**src/rtl/mem_lsu.sv**
```systemverilog
// mem_lsu -- MEM pipeline stage with a load/store unit.
//
// Sits between ex_mem and mem_wb. Non-memory ops pass wd/wreg/wdata straight
// through combinationally. Loads and stores run one req/ack transaction on the
// data bus and hold stallreq_o until it completes. Loads get byte/half lane
// extraction with sign or zero extension. Misaligned half/word accesses are
// refused without touching the bus, and a bus that never acks is abandoned
// after TIMEOUT busy cycles (TIMEOUT = 0 waits forever).
//
// Ports
//   clk, rst        clock (rising edge), synchronous active-high reset
//   wd_i/wreg_i     destination register and write enable from ex_mem
//   wdata_i         ALU result from ex_mem
//   memop_i         0 NONE,1 LB,2 LBU,3 LH,4 LHU,5 LW,6 SB,7 SH,8 SW, other NONE
//   addr_i          effective byte address
//   sdata_i         store data
//   wd_o/wreg_o     destination register and write enable to mem_wb
//   wdata_o         write-back data to mem_wb
//   stallreq_o      hold the pipeline; ex_mem inputs stay stable while set
//   mem_req_o       bus request (registered)
//   mem_we_o        1 = store (registered)
//   mem_addr_o      word-aligned bus address (registered)
//   mem_sel_o       byte-lane enables (registered)
//   mem_data_o      store data replicated onto the lanes (registered)
//   mem_data_i      read data, valid with mem_ack_i
//   mem_ack_i       one-cycle bus completion pulse
//   excp_o          one-cycle code in DONE: 0 none, 1 misaligned, 2 timeout
module mem_lsu #(
  parameter int unsigned ADDR_W     = 32,
  parameter int unsigned REGADDR_W  = 5,
  parameter int unsigned TIMEOUT    = 16,
  parameter bit          BIG_ENDIAN = 1'b1
) (
  input  logic                 clk,
  input  logic                 rst,
  input  logic [REGADDR_W-1:0] wd_i,
  input  logic                 wreg_i,
  input  logic [31:0]          wdata_i,
  input  logic [3:0]           memop_i,
  input  logic [ADDR_W-1:0]    addr_i,
  input  logic [31:0]          sdata_i,
  output logic [REGADDR_W-1:0] wd_o,
  output logic                 wreg_o,
  output logic [31:0]          wdata_o,
  output logic                 stallreq_o,
  output logic                 mem_req_o,
  output logic                 mem_we_o,
  output logic [ADDR_W-1:0]    mem_addr_o,
  output logic [3:0]           mem_sel_o,
  output logic [31:0]          mem_data_o,
  input  logic [31:0]          mem_data_i,
  input  logic                 mem_ack_i,
  output logic [1:0]           excp_o
);

  typedef enum logic [1:0] {IDLE, BUSY, DONE} state_t;
  typedef enum logic [1:0] {SZ_BYTE, SZ_HALF, SZ_WORD} size_t;

  localparam logic [1:0] EXC_NONE     = 2'd0;
  localparam logic [1:0] EXC_MISALIGN = 2'd1;
  localparam logic [1:0] EXC_TIMEOUT  = 2'd2;

  localparam int unsigned CNT_W = (TIMEOUT > 1) ? $clog2(TIMEOUT) : 1;
  localparam logic [CNT_W-1:0] CNT_LAST = CNT_W'((TIMEOUT > 0) ? TIMEOUT - 1 : 0);

  state_t           state_q;
  logic [CNT_W-1:0] cnt_q;
  logic [31:0]      rdata_q;
  logic [1:0]       err_q;
  logic             load_q;
  logic             signed_q;
  size_t            size_q;
  logic [1:0]       off_q;

  logic  op_load;
  logic  op_store;
  logic  op_signed;
  logic  op_mem;
  size_t op_size;
  logic  misaligned;

  // Opcode decode; unknown codes fall through as NONE.
  always_comb begin
    op_load   = 1'b0;
    op_store  = 1'b0;
    op_signed = 1'b0;
    op_size   = SZ_BYTE;
    case (memop_i)
      4'd1: begin op_load = 1'b1; op_signed = 1'b1; end
      4'd2: begin op_load = 1'b1; end
      4'd3: begin op_load = 1'b1; op_signed = 1'b1; op_size = SZ_HALF; end
      4'd4: begin op_load = 1'b1; op_size = SZ_HALF; end
      4'd5: begin op_load = 1'b1; op_size = SZ_WORD; end
      4'd6: begin op_store = 1'b1; end
      4'd7: begin op_store = 1'b1; op_size = SZ_HALF; end
      4'd8: begin op_store = 1'b1; op_size = SZ_WORD; end
      default: ;
    endcase
    op_mem     = op_load | op_store;
    misaligned = ((op_size == SZ_HALF) && addr_i[0]) ||
                 ((op_size == SZ_WORD) && (addr_i[1:0] != 2'b00));
  end

  // Lane enables for an access of size sz at byte offset off.
  function automatic logic [3:0] lane_sel(input size_t sz, input logic [1:0] off);
    case (sz)
      SZ_BYTE: lane_sel = BIG_ENDIAN ? (4'b1000 >> off) : (4'b0001 << off);
      // Upper half is addressed by offset 0 in big-endian, offset 2 in little.
      SZ_HALF: lane_sel = (off[1] ^ BIG_ENDIAN) ? 4'b1100 : 4'b0011;
      default: lane_sel = 4'b1111;
    endcase
  endfunction

  function automatic logic [31:0] store_lanes(input size_t sz, input logic [31:0] d);
    case (sz)
      SZ_BYTE: store_lanes = {4{d[7:0]}};
      SZ_HALF: store_lanes = {2{d[15:0]}};
      default: store_lanes = d;
    endcase
  endfunction

  always_ff @(posedge clk) begin
    if (rst) begin
      state_q    <= IDLE;
      cnt_q      <= '0;
      rdata_q    <= '0;
      err_q      <= EXC_NONE;
      load_q     <= 1'b0;
      signed_q   <= 1'b0;
      size_q     <= SZ_BYTE;
      off_q      <= '0;
      mem_req_o  <= 1'b0;
      mem_we_o   <= 1'b0;
      mem_addr_o <= '0;
      mem_sel_o  <= '0;
      mem_data_o <= '0;
    end else begin
      case (state_q)
        IDLE: begin
          if (op_mem) begin
            load_q   <= op_load;
            signed_q <= op_signed;
            size_q   <= op_size;
            off_q    <= addr_i[1:0];
            cnt_q    <= '0;
            if (misaligned) begin
              err_q   <= EXC_MISALIGN;
              state_q <= DONE;
            end else begin
              err_q      <= EXC_NONE;
              mem_req_o  <= 1'b1;
              mem_we_o   <= op_store;
              mem_addr_o <= {addr_i[ADDR_W-1:2], 2'b00};
              mem_sel_o  <= lane_sel(op_size, addr_i[1:0]);
              mem_data_o <= op_store ? store_lanes(op_size, sdata_i) : '0;
              state_q    <= BUSY;
            end
          end
        end
        BUSY: begin
          // Ack is checked first so a coincident ack beats the timeout.
          if (mem_ack_i) begin
            mem_req_o <= 1'b0;
            rdata_q   <= mem_data_i;
            state_q   <= DONE;
          end else if ((TIMEOUT > 0) && (cnt_q == CNT_LAST)) begin
            mem_req_o <= 1'b0;
            err_q     <= EXC_TIMEOUT;
            state_q   <= DONE;
          end else begin
            cnt_q <= cnt_q + CNT_W'(1);
          end
        end
        DONE: begin
          err_q   <= EXC_NONE;
          state_q <= IDLE;
        end
        default: state_q <= IDLE;
      endcase
    end
  end

  // Load data extraction from the word captured at ack.
  logic [1:0]  byte_lane;
  logic [31:0] rd_shift;
  logic [7:0]  rd_byte;
  logic [15:0] rd_half;
  logic [31:0] load_data;

  always_comb begin
    byte_lane = BIG_ENDIAN ? ~off_q : off_q;
    rd_shift  = rdata_q >> {byte_lane, 3'b000};
    rd_byte   = rd_shift[7:0];
    rd_half   = (off_q[1] ^ BIG_ENDIAN) ? rdata_q[31:16] : rdata_q[15:0];
    case (size_q)
      SZ_BYTE: load_data = {{24{signed_q & rd_byte[7]}}, rd_byte};
      SZ_HALF: load_data = {{16{signed_q & rd_half[15]}}, rd_half};
      default: load_data = rdata_q;
    endcase
  end

  // Stage outputs; held at zero throughout reset.
  always_comb begin
    wd_o       = '0;
    wreg_o     = 1'b0;
    wdata_o    = '0;
    stallreq_o = 1'b0;
    excp_o     = EXC_NONE;
    if (!rst) begin
      case (state_q)
        IDLE: begin
          wd_o    = wd_i;
          wdata_o = wdata_i;
          if (op_mem) stallreq_o = 1'b1;
          else        wreg_o     = wreg_i;
        end
        BUSY: begin
          wd_o       = wd_i;
          wdata_o    = wdata_i;
          stallreq_o = 1'b1;
        end
        DONE: begin
          wd_o    = wd_i;
          wreg_o  = wreg_i & load_q & (err_q == EXC_NONE);
          wdata_o = load_q ? load_data : wdata_i;
          excp_o  = err_q;
        end
        default: ;
      endcase
    end
  end

endmodule

```
**config.mk**
```make
export PLATFORM = sky130hd
export DESIGN_NAME = mem_lsu
export DESIGN_NICKNAME = d
export VERILOG_FILES = /design/src/rtl/mem_lsu.sv
export SDC_FILE = /design/constraint.sdc
export NUM_CORES = 1
export LEC_CHECK = 0
export BUFFER_PORTS_ARGS = -buffer_cell sky130_fd_sc_hd__buf_4
export CAP_MARGIN = 20
export CORE_ASPECT_RATIO = 0.5
export CORE_MARGIN = 2
export CORE_UTILIZATION = 45
export DETAILED_ROUTE_END_ITERATION = 6
export PLACE_DENSITY = 0.78
export SYNTH_ARGS = -nofsm -noshare
export SYNTH_HDL_FRONTEND = slang
export SYNTH_SLANG_ARGS = --single-unit
```
**constraint.sdc**
```tcl
create_clock -name clk -period 1.9 [get_ports clk]
set_clock_uncertainty 0.05 [all_clocks]
set_input_delay 0.095 -clock clk [delete_from_list [all_inputs] [get_ports clk]]
set_output_delay 0.095 -clock clk [all_outputs]
set_load 0.05 [all_outputs]
```
==> flow_summary.json <==
{
  "drc": 0,
  "violations": "negative hold slack, negative setup slack",
  "worstPathRequired_ps": 1750,
  "grt_setup_unrepaired": "true",
  "worstReg2RegStart": "state_q[1]$_SDFFE_PP0P_",
  "crit_path_end": "wdata_o[7]",
  "internal_power_mw": 6.67,
  "die_w_um": 173,
  "final_cells": 1376,
  "hold_viol": 3,
  "grt_max_degree": 60,
  "setup_violations": 117,
  "critPathLaunch": "size_q[1]$_SDFFE_PP0P_",
  "synthDistinctLibCells": 62,
  "start_kind": "flip-flop",
  "ff2ff_setup_slack_ps": -680,
  "p_clk_share_pct": 34.0,
  "postSynthAreaPerCell_um2": 8.03,
  "min_path_type": "in2reg",
  "timing.hold.ws_ps": -11.7,
  "fmax_ghz": 0.383,
  "ys.flop_type": "dfxtp_1",
  "reg2regPathDepth": 10,
  "clk_latency_ps": 430,
  "layout.nets": 1316,
  "numClockSinks": 114,
  "detail-route-antenna-nets": 0,
  "irDropWorstVdd_uv": 635,
  "slew_headroom_pct": 31.5,
  "final_area_um2": 12400,
  "drt-initial-drc-count": 1744,
  "viasPerCell": 7.05,
  "track_usage_pct": 35.7,
  "min_from": "sdata_i[21]",
  "antenna_found_initial": 3,
  "grt_pass1_vias": 8414,
  "wl_mm": 37.8,
  "fin_ws_ps": -712,
  "synthArstFlopShare_pct": 0,
  "sw_frac_of_total_pct": 37.5,
  "place_area_um2": 9160,
  "period_needed_ps": 2610,
  "critPathKind": "reg2out",
  "cts.clk_slew.worst_paths_ps": 60,
  "row_count": 30,
  "core_region_area_um2": 13800,
  "cts_tree": "built",
  "syn2layout_area_growth_pct": 92.1,
  "ys_seq_area_share_pct": 35.3,
  "slew_viol_final": 0,
  "die_area_um2": 15400,
  "num_io_pins": 252,
  "critPathMaxFanout": 15,
  "numCtsBuffers": 17,
  "placedCellCount": 1233,
  "start_util_pct": 46.9,
  "port_buffers": 249,
  "clockRootBuffer": "clkbuf_16",
  "yosysWarnings": 0,
  "syn_area_um2": 6460,
  "crit_arrival_ps": 2470,
  "switching_power_mw": 4.00,
  "die_h_um": 88.7,
  "drt-pass1-iter-count": 6,
  "vias": 9706,
  "tightest_slew_ps": 1020,
  "synth_edf_count": 0,
  "crit_path_end_kind": "output port",
  "period_share_pct": 137,
  "p_per_area_nw_per_um2": 860,
  "cts_max_path_buffers": 2,
  "rr_endpoint": "mem_req_o$_SDFFE_PP0P_",
  "hpwlAfterDp_mm": 15.9,
  "outcome": "complete, but fails checks",
  "grt_pass1_wl_mm": 43.9,
  "fillers": 488,
  "syn_inst": 805,
  "htreeDepth": 4,
  "post_drt_wl_per_cell_um": 27.5,
  "drv_cap": 0,
  "leakage_nw": 4.89,
  "power_frac_seq_pct": 25.8,
  "final_layout_size_suffix_gt1_share_pct": 49.9,
  "overflow": 0,
  "pwr-share-comb_pct": 40.2,
  "synth_seq_cells": 114,
  "place.gp.congestion": 0.903
}
[power groups by stage]
stage | logic (mW) | registers, mW | clock network [mW]
after floorplan | 1.47 | 3.02 | 0
after global placement | 2.74 | 2.71 | 0
after detailed placement | 2.78 | 2.71 | 0
after CTS | 3.31 | 2.68 | 3.51
after global routing | 4.36 | 2.75 | 3.69
final | 4.29 | 2.75 | 3.63
[cell families (layout without fill, tap and decap cells)]
logic type               after synthesis  count (layout)  share of synthesized area (%)
adder cells (fa/ha/maj)                5               5                          0.968
AO/OA/AOI/OAI                        313             313                           34.2
AND/OR/NAND/NOR                      243             243                           18.9
buffers and inverters                109             485                           7.22
other                                  1               4                         0.0580
multiplexers                          20              20                           3.39
flip-flops                           114             114                           35.3
[critical path, stage by stage, from the launching register on]
cell	delay [ps]
dfxtp_1	550
buf_4	350
o21ai_0	230
a211oi_2	610
o21ai_2	110
buf_6	170
[synth_stat cells (2+ instances only)]
master	number	area share (%)
nand2_1	120	7.0
dfxtp_1	114	35
a21oi_1	75	5.8
o21ai_0	63	4.9
clkbuf_1	62	3.6
o31ai_1	33	3.8
a32o_1	32	5.0
nand4_1	31	3.0
o221ai_1	23	3.1
inv_1	18	1.0
nor2_1	17	0.99
o21a_1	16	1.9
mux2_2	15	2.6
a211oi_1	14	1.6
nor3_1	13	1.0
nor2b_1	11	1.1
buf_2	10	0.77
a221oi_1	9	1.2
o211ai_1	9	1.0
buf_1	8	0.46
nor3b_1	8	0.93
o221a_2	8	1.4
and2_1	7	0.68
nand3_1	7	0.54
o32a_1	7	1.1
a31oi_1	6	0.58
buf_4	6	0.70
nand2b_1	6	0.58
ha_1	5	0.97
mux2i_1	5	0.77
and3_1	3	0.29
buf_6	3	0.52
or2_2	3	0.29
a22o_1	2	0.27
a311oi_1	2	0.27
clkinv_1	2	0.12
nor3_4	2	0.50
nor4b_1	2	0.27
o2bb2ai_1	2	0.27
o31a_1	2	0.27
or3_1	2	0.19
or4_1	2	0.23
[worst min-delay path by stage]
stage	end	depth (start not counted)
floorplan	rdata_q[0]$_SDFFE_PP0P_	2
global placement	rdata_q[11]$_SDFFE_PP0P_	3
detailed placement	rdata_q[9]$_SDFFE_PP0P_	3
CTS	mem_data_o[20]$_SDFFE_PP0P_	3
global route	mem_data_o[20]$_SDFFE_PP0P_	3
finish	mem_data_o[21]$_SDFFE_PP0P_	3
[metal layers]
layer	share of wire (%)	routed length, um	vias to the layer above	global-route usage (%)
met3	13	5020	367	9.02
met5	0.034	13	-	0
met1	34	12700	4493	39.4
li1	-	-	3803	-
met2	44	16700	1041	64.9
met4	8.9	3390	2	20.2
[placed cells by master, fill, tap and decap left out, drive strengths merged, types with 3 or more instances in the layout]
cell and count:
or2 3, nand2b 6, o32a 7, clkinv 3, o31ai 33, nor2b 11, a32o 32, nor3b 8
or3 3, and2 7, buf 353, ha 5, nand2 120, o21a 16, a21oi 75, and3 3
o21ai 63, clkbuf 31, o221a 9, a31oi 7, mux2i 5, nand3 7, dfxtp 114, o211ai 10
a221oi 9, inv 19, nor3 15, nor2 17, o221ai 24, bufinv 4, mux2 15, nand4 31
dlygate4sd3 73, a211oi 14
[flip-flops by register name, indices dropped and copies added (netlist names)]
name and cells:
size_q 2, mem_sel_o 4, rdata_q 32, state_q 2
off_q 2, mem_addr_o 30, err_q 2, load_q 1
mem_req_o 1, signed_q 1, mem_we_o 1, cnt_q 4
mem_data_o 32
[stage by stage]
step / utilization (%) / total power, mW / worst slack (ps) / hold WS, ps / setup TNS, ps
floorplan: - / 4.48 / -180 / 181 / -1490
global placement: 66.5 / 5.44 / -57.0 / 291 / -595
detailed placement: 66.5 / 5.49 / -151 / 303 / -1430
CTS: 82.2 / 9.50 / -280 / 2.50 / -8510
global route: 90.1 / 10.8 / -825 / -2.79 / -32230
finish: 90.1 / 10.7 / -712 / -11.7 / -27010
[layout make-up]
| cell class | instances | area (um2) | share of cell area (%) |
|---|---|---|---|
| Antenna cell | 2 | 5.00 | 0.0403 |
| Clock buffer | 23 | 488 | 3.93 |
| Clock inverter | 8 | 149 | 1.20 |
| Inverter | 20 | 82.6 | 0.665 |
| Multi-Input combinational cell | 583 | 5000 | 40.3 |
| Sequential cell | 114 | 2300 | 18.5 |
| Tap cell | 192 | 240 | 1.94 |
| Timing Repair Buffer | 434 | 4150 | 33.4 |
[what timing repair did]
action                                  CTS  global route
hold buffers                             73             0
pin swaps                                27            76
endpoints found under the setup margin   44           109
endpoints found under the hold margin    73             0
gates resized for setup                 153           149
gates cloned                              4            13
setup buffers                            17            14
Note: power is estimated with default switching activity, not from simulation.
